`config.mk`:
```
export PLATFORM = sky130hd
export DESIGN_NAME = sort_feeder_flat
export DESIGN_NICKNAME = d
export VERILOG_FILES = /design/src/rtl/sort_pkg.sv /design/src/rtl/sort_feeder_if.sv /design/src/rtl/sort_feeder.sv /design/src/flat_wrapper.sv
export SDC_FILE = /design/constraint.sdc
export NUM_CORES = 1
export LEC_CHECK = 0
export ABC_AREA = 1
export BUFFER_PORTS_ARGS = -buffer_cell sky130_fd_sc_hd__buf_2
export CAP_MARGIN = 20
export CORE_MARGIN = 8
export CORE_UTILIZATION = 42
export CTS_CLUSTER_SIZE = 30
export DETAILED_ROUTE_END_ITERATION = 10
export MAX_ROUTING_LAYER = met4
export PLACE_DENSITY = 0.74
export SETUP_SLACK_MARGIN = 0.05
export SYNTH_ARGS = -nofsm -noshare
export SYNTH_HDL_FRONTEND = slang
export SYNTH_SLANG_ARGS = --single-unit
```
`constraint.sdc`:
```
create_clock -name clk -period 1.2 [get_ports clk]
set_clock_uncertainty 0.1 [all_clocks]
set_input_delay 0.12 -clock clk [delete_from_list [all_inputs] [get_ports clk]]
set_output_delay 0.12 -clock clk [all_outputs]
set_load 0.005 [all_outputs]
```
`src/rtl/sort_pkg.sv`:
```
// Shared types and defaults for the sorting-cell chain feeder.
// Holds the feeder state encoding and counter sizing helper.
package sort_pkg;

    localparam int DATA_W_DEF    = 32;
    localparam int DEPTH_DEF     = 8;
    localparam int FLUSH_CYC_DEF = 2;

    typedef enum logic [2:0] {
        ST_IDLE,
        ST_CLEAR,
        ST_LOAD,
        ST_FLUSH,
        ST_DONE
    } feed_state_e;

    // Bits needed to hold a count from 0 up to and including depth.
    function automatic int cnt_w(input int depth);
        return $clog2(depth + 1);
    endfunction

endpackage

```
`src/rtl/sort_feeder_if.sv`:
```
// Bundle of the feeder's control, input stream and chain broadcast signals.
// master drives the stream into the feeder; slave is the feeder itself.
interface sort_feeder_if
    import sort_pkg::*;
#(
    parameter int DATA_W = DATA_W_DEF,
    parameter int CNT_W  = cnt_w(DEPTH_DEF)
) ();

    logic              start;
    logic              in_valid;
    logic              in_ready;
    logic [DATA_W-1:0] in_data;
    logic              in_last;
    logic              chain_clr;
    logic              sort_en;
    logic [DATA_W-1:0] new_data;
    logic              busy;
    logic              done;
    logic [CNT_W-1:0]  count;
    logic              overflow;

    modport master (
        output start, in_valid, in_data, in_last,
        input  in_ready, chain_clr, sort_en, new_data,
        input  busy, done, count, overflow
    );

    modport slave (
        input  start, in_valid, in_data, in_last,
        output in_ready, chain_clr, sort_en, new_data,
        output busy, done, count, overflow
    );

endinterface

```
`src/rtl/sort_feeder.sv`:
```
// Feeds one batch of words into the sorting-cell chain, one per enable.
// Clears the chain first, caps the batch at DEPTH, then waits for it to settle.
module sort_feeder
    import sort_pkg::*;
#(
    parameter int DATA_W    = DATA_W_DEF,
    parameter int DEPTH     = DEPTH_DEF,
    parameter int FLUSH_CYC = FLUSH_CYC_DEF
) (
    input  logic         clk,
    input  logic         rst,
    sort_feeder_if.slave bus
);

    localparam int CNT_W = cnt_w(DEPTH);
    localparam int FC_W  = $clog2(FLUSH_CYC + 2);

    localparam logic [CNT_W-1:0] DEPTH_C  = CNT_W'(DEPTH);
    localparam logic [CNT_W-1:0] DEPTH_M1 = CNT_W'(DEPTH - 1);
    localparam logic [CNT_W-1:0] CNT_ONE  = CNT_W'(1);
    localparam logic [FC_W-1:0]  FLUSH_C  = FC_W'(FLUSH_CYC);
    localparam logic [FC_W-1:0]  FC_ONE   = FC_W'(1);

    feed_state_e       state_q, state_d;
    logic [CNT_W-1:0]  count_q, count_d;
    logic              overflow_q, overflow_d;
    logic              sort_en_q, sort_en_d;
    logic [DATA_W-1:0] new_data_q, new_data_d;
    logic [FC_W-1:0]   flush_q, flush_d;

    logic in_ready;
    logic xfer;

    assign in_ready = (state_q == ST_LOAD) && (count_q < DEPTH_C);
    assign xfer     = bus.in_valid & in_ready;

    assign bus.in_ready  = in_ready;
    assign bus.chain_clr = (state_q == ST_CLEAR);
    assign bus.sort_en   = sort_en_q;
    assign bus.new_data  = new_data_q;
    assign bus.busy      = (state_q == ST_CLEAR) ||
                           (state_q == ST_LOAD)  ||
                           (state_q == ST_FLUSH);
    assign bus.done      = (state_q == ST_DONE);
    assign bus.count     = count_q;
    assign bus.overflow  = overflow_q;

    // Next-state, word counter, broadcast register and settle timer.
    always_comb begin
        state_d    = state_q;
        count_d    = count_q;
        overflow_d = overflow_q;
        sort_en_d  = 1'b0;
        new_data_d = new_data_q;
        flush_d    = flush_q;
        unique case (state_q)
            ST_IDLE, ST_DONE: begin
                if (bus.start) begin
                    state_d    = ST_CLEAR;
                    count_d    = '0;
                    overflow_d = 1'b0;
                end
            end
            ST_CLEAR: begin
                state_d    = ST_LOAD;
                count_d    = '0;
                overflow_d = 1'b0;
            end
            ST_LOAD: begin
                if (xfer) begin
                    sort_en_d  = 1'b1;
                    new_data_d = bus.in_data;
                    count_d    = count_q + CNT_ONE;
                    if (bus.in_last) begin
                        state_d = ST_FLUSH;
                        flush_d = '0;
                    end else if (count_q == DEPTH_M1) begin
                        state_d    = ST_FLUSH;
                        flush_d    = '0;
                        overflow_d = 1'b1;
                    end
                end
            end
            ST_FLUSH: begin
                if (flush_q == FLUSH_C) begin
                    state_d = ST_DONE;
                end else begin
                    flush_d = flush_q + FC_ONE;
                end
            end
            default: begin
                state_d = ST_IDLE;
            end
        endcase
    end

    // State and output registers; reset aborts any batch in flight.
    always_ff @(posedge clk) begin
        if (rst) begin
            state_q    <= ST_IDLE;
            count_q    <= '0;
            overflow_q <= 1'b0;
            sort_en_q  <= 1'b0;
            new_data_q <= '0;
            flush_q    <= '0;
        end else begin
            state_q    <= state_d;
            count_q    <= count_d;
            overflow_q <= overflow_d;
            sort_en_q  <= sort_en_d;
            new_data_q <= new_data_d;
            flush_q    <= flush_d;
        end
    end

endmodule

```
`src/flat_wrapper.sv`:
```
// flat-port wrapper written by rule: the top's interface ports become plain ports
module sort_feeder_flat import sort_pkg::*;
#(
    parameter int DATA_W    = DATA_W_DEF,
    parameter int DEPTH     = DEPTH_DEF,
    parameter int FLUSH_CYC = FLUSH_CYC_DEF
)
  (clk, rst, bus_start, bus_in_valid, bus_in_data, bus_in_last, bus_in_ready, bus_chain_clr, bus_sort_en, bus_new_data, bus_busy, bus_done, bus_count, bus_overflow);
  sort_feeder_if #(.DATA_W(DATA_W), .CNT_W((cnt_w(DEPTH)))) bus_i ();
  input  logic clk;
  input  logic rst;
  input wire logic [$bits(bus_i.start)-1:0] bus_start;
  input wire logic [$bits(bus_i.in_valid)-1:0] bus_in_valid;
  input wire logic [$bits(bus_i.in_data)-1:0] bus_in_data;
  input wire logic [$bits(bus_i.in_last)-1:0] bus_in_last;
  output wire logic [$bits(bus_i.in_ready)-1:0] bus_in_ready;
  output wire logic [$bits(bus_i.chain_clr)-1:0] bus_chain_clr;
  output wire logic [$bits(bus_i.sort_en)-1:0] bus_sort_en;
  output wire logic [$bits(bus_i.new_data)-1:0] bus_new_data;
  output wire logic [$bits(bus_i.busy)-1:0] bus_busy;
  output wire logic [$bits(bus_i.done)-1:0] bus_done;
  output wire logic [$bits(bus_i.count)-1:0] bus_count;
  output wire logic [$bits(bus_i.overflow)-1:0] bus_overflow;
  assign bus_i.start = bus_start;
  assign bus_i.in_valid = bus_in_valid;
  assign bus_i.in_data = bus_in_data;
  assign bus_i.in_last = bus_in_last;
  assign bus_in_ready = bus_i.in_ready;
  assign bus_chain_clr = bus_i.chain_clr;
  assign bus_sort_en = bus_i.sort_en;
  assign bus_new_data = bus_i.new_data;
  assign bus_busy = bus_i.busy;
  assign bus_done = bus_i.done;
  assign bus_count = bus_i.count;
  assign bus_overflow = bus_i.overflow;
  sort_feeder #(.DATA_W(DATA_W), .DEPTH(DEPTH), .FLUSH_CYC(FLUSH_CYC)) u_core (.clk(clk), .rst(rst), .bus(bus_i));
endmodule
```
==> impl_results.md <==
- Clock Path Buffers: 2
- Slew Viols, Final: 0
- Core Area: roughly 4300 µm²
- Initial core utilization: 0.433
- Setup tns final: -9.11 ns
- Area leader, netlist: dfxtp_1
- DRT iter0 DRCs: ~150
- Wire length per cell: approximately 18 µm
- Worst Hold Depth: 3
- Post-DP Area: between 2000 and 2500 µm²
- ANT cells: 0
- Final nets: around 430
- Area share of the largest cell type after synthesis: 0.459
- Most frequent cells in the layout: buf_2, dfxtp_1, nand2_1
- Seq. cell area: ~890 µm²
- Max_cap viols: 0
- Reg2Reg Depth: 8
- Failing checks: negative setup slack
- Clock transition at the registers of the reported paths: around 0.09 ns
- Fmax: approximately 690 MHz
- Routed WL: roughly 7900 µm
- Most common cell after layout, fill and taps aside: buf_2
- Die area: 6860 µm²
- Pre-antenna DRT Iters: 4
- Avg Synthesized Cell Area: ~7.4 µm²
- Cells taking the most area after synthesis: dfxtp_1, nand2_1, nand3_1
- Fin util: 0.795
- Largest net degree at the start of global routing: 28
- Synth unique cells: 24
- # setup viols final: 47
- Antenna Nets Post-Route: 0
- Startpoint Class: flop
- EDFF count, synth: 0
- R2R Setup Slk: -0.26 ns
- Synth Net Count: between 200 and 300
- Gpl congestion: slightly below 0.9
- Asr flop ratio synth: 0
- Register area share after synthesis: 0.459
- Synth warn: 0
- Final period utilization: 1.21
- Non-Filler Instances: around 440
- DR vias: approximately 2300
- Slew at the pin with the worst max-slew slack: between 0.3 and 0.4 ns
- Run status: finished, violations left
- Area growth syn-to-layout: 83.4%
- Power per cell area: approximately 2000 nW/µm²
- Synthesized flop and latch total: 43
- Worst EP required: ~1.3 ns
- Initial antenna violation count: 0
- Row count: 24
- H-tree levels: 2
- Worst Hold Class: in -> reg
- Crit path arrival time: 1.54 ns
- TritonCTS Buffers: 5
- Gr usage total: 0.189
- Max VDD drop: roughly 1.5 mV
- Fin crit period: 1.46 ns
- DR vias/cell: 5.26
- Cell count after synthesis: around 250
- Post-synthesis cell area: approximately 1900 µm²
- Worst setup margin: -0.257 ns
- GRT overflow: 0
- I/O pin cnt: 79
- Beginning of the critical path: u_core.state_q[2]
- RR Endpoint: u_core.bus.new_data[5]
- Die W: between 80 and 90 µm
- Crit path kind: reg -> reg
- Multi-input logic area: between 1000 and 1500 µm²
- Port bufs: between 70 and 80
- Fillers: between 200 and 300
- WHS Endpoint: u_core.bus.count[2]
- Hold violation total from the final report: 0
- Worst Path Max Fanout: 11
- Placed insts: slightly below 400
- CTS Sinks: 43
- HP Start: rst
- Crit Reg-Reg Startpoint: u_core.state_q[2]
- TritonCTS clock tree: built
- Static Leak: about 1.5 nW
- HPWL after DPL: 3820 µm
- Clock root buffer: clkbuf_8
- Global-route wire length before repair: approximately 11000 µm
- Critical path endpoint category: flop
- RSZ-0062 raised after global routing: yes
- Vias in the first global route: between 2000 and 2500
- Max-Slew Margin vs Limit: 0.785
- Chip Height: slightly above 80 µm
- DRC Markers: 0
- Final instance area: approximately 3400 µm²
- Clk_lat worst skew: roughly 0.3 ns
- Most used DFF post-synth: dfxtp_1
- Layout cells sized above 1: 0.509
## state kept, by name (all words and copies together) (netlist names)
register             count
u_core.bus.new_data     32
u_core.state_q           3
u_core.flush_q           2
u_core.bus.overflow      1
u_core.bus.count         4
u_core.bus.sort_en       1
## per-layer routing
layer	wire, µm	GRT usage	vias to the layer above
li1	-	-	1101
met1	3040	0.214	1120
met2	4210	0.317	98
met3	502	0.0547	11
met4	99	0.0527	0
met5	0	-	-
## Yosys cell counts (2+ instances only)
cell type / instances
buf_6: 4
nor2_2: 3
nand3_1: 42
nand2_2: 2
dfxtp_1: 43
nor2_1: 24
ha_1: 2
inv_2: 2
a21oi_1: 36
clkbuf_1: 6
nand2_1: 56
buf_4: 2
nor3_1: 2
o21ai_0: 4
inv_1: 15
## what timing repair did
item / in CTS / in global routing
cloned: 1 / 2
buffers inserted: 6 / 4
endpoints found under the hold margin: 32 / 0
gates resized for setup: 38 / 69
hold buffers: 32 / 0
endpoints found under the setup margin: 49 / 51
pin swaps: 19 / 16
## how the worst max path moves through the flow
| stage | to |
|---|---|
| 6_report | u_core.bus.new_data[5] |
| 5_1_grt | u_core.bus.new_data[5] |
| 4_1_cts | bus_in_ready |
| 3_5_place_dp | u_core.bus.count[0] |
| 3_3_place_gp | u_core.state_q[0] |
| 2_1_floorplan | u_core.bus.new_data[10] |
## cell families after synthesis
| kind of cell | after synthesis | synth area share |
|---|---|---|
| AO/OA/AOI/OAI | 42 | 0.116 |
| adder cells (fa/ha/maj) | 2 | 0.0133 |
| buffers and inverters | 32 | 0.0854 |
| flip-flops | 43 | 0.459 |
| AND/OR/NAND/NOR | 133 | 0.326 |
## power by group
group / internal [mW] / leakage [nW] / switching [mW]
Combinational: 1.81 / 1.12 / 1.95
Clock: 0.591 / 0.0594 / 0.529
Sequential: 1.75 / 0.354 / 0.293
Total: 4.15 / 1.53 / 2.77
## metrics by stage
step	power (mW)	setup slack, ns	hold WS [ns]
after detailed placement	4.26	-0.141	0.294
final	6.92	-0.257	0.0947
after global routing	7.33	-0.304	0.102
after CTS	5.86	-0.167	0.0673
after global placement	4.22	-0.0961	0.290
after floorplan	3.37	-0.0719	0.184
## critical path, cell delays in order (launching register included)
cell and delay, ns:
dfxtp_4 0.37, inv_4 0.08, nand3_4 0.12, nor2_8 0.12, buf_8 0.14, nand2_8 0.08
clkbuf_16 0.18, nand2_1 0.07, a21oi_1 0.07
## layout make-up
class / count / area share
inverter: 18 / 0.0222
sequential: 43 / 0.258
multi-input combinational: 177 / 0.342
clock inverter: 1 / 0.00146
timing repair buffer: 145 / 0.326
tap: 52 / 0.0189
clock buffer: 7 / 0.0313
Note: power is estimated with default switching activity, not from simulation.
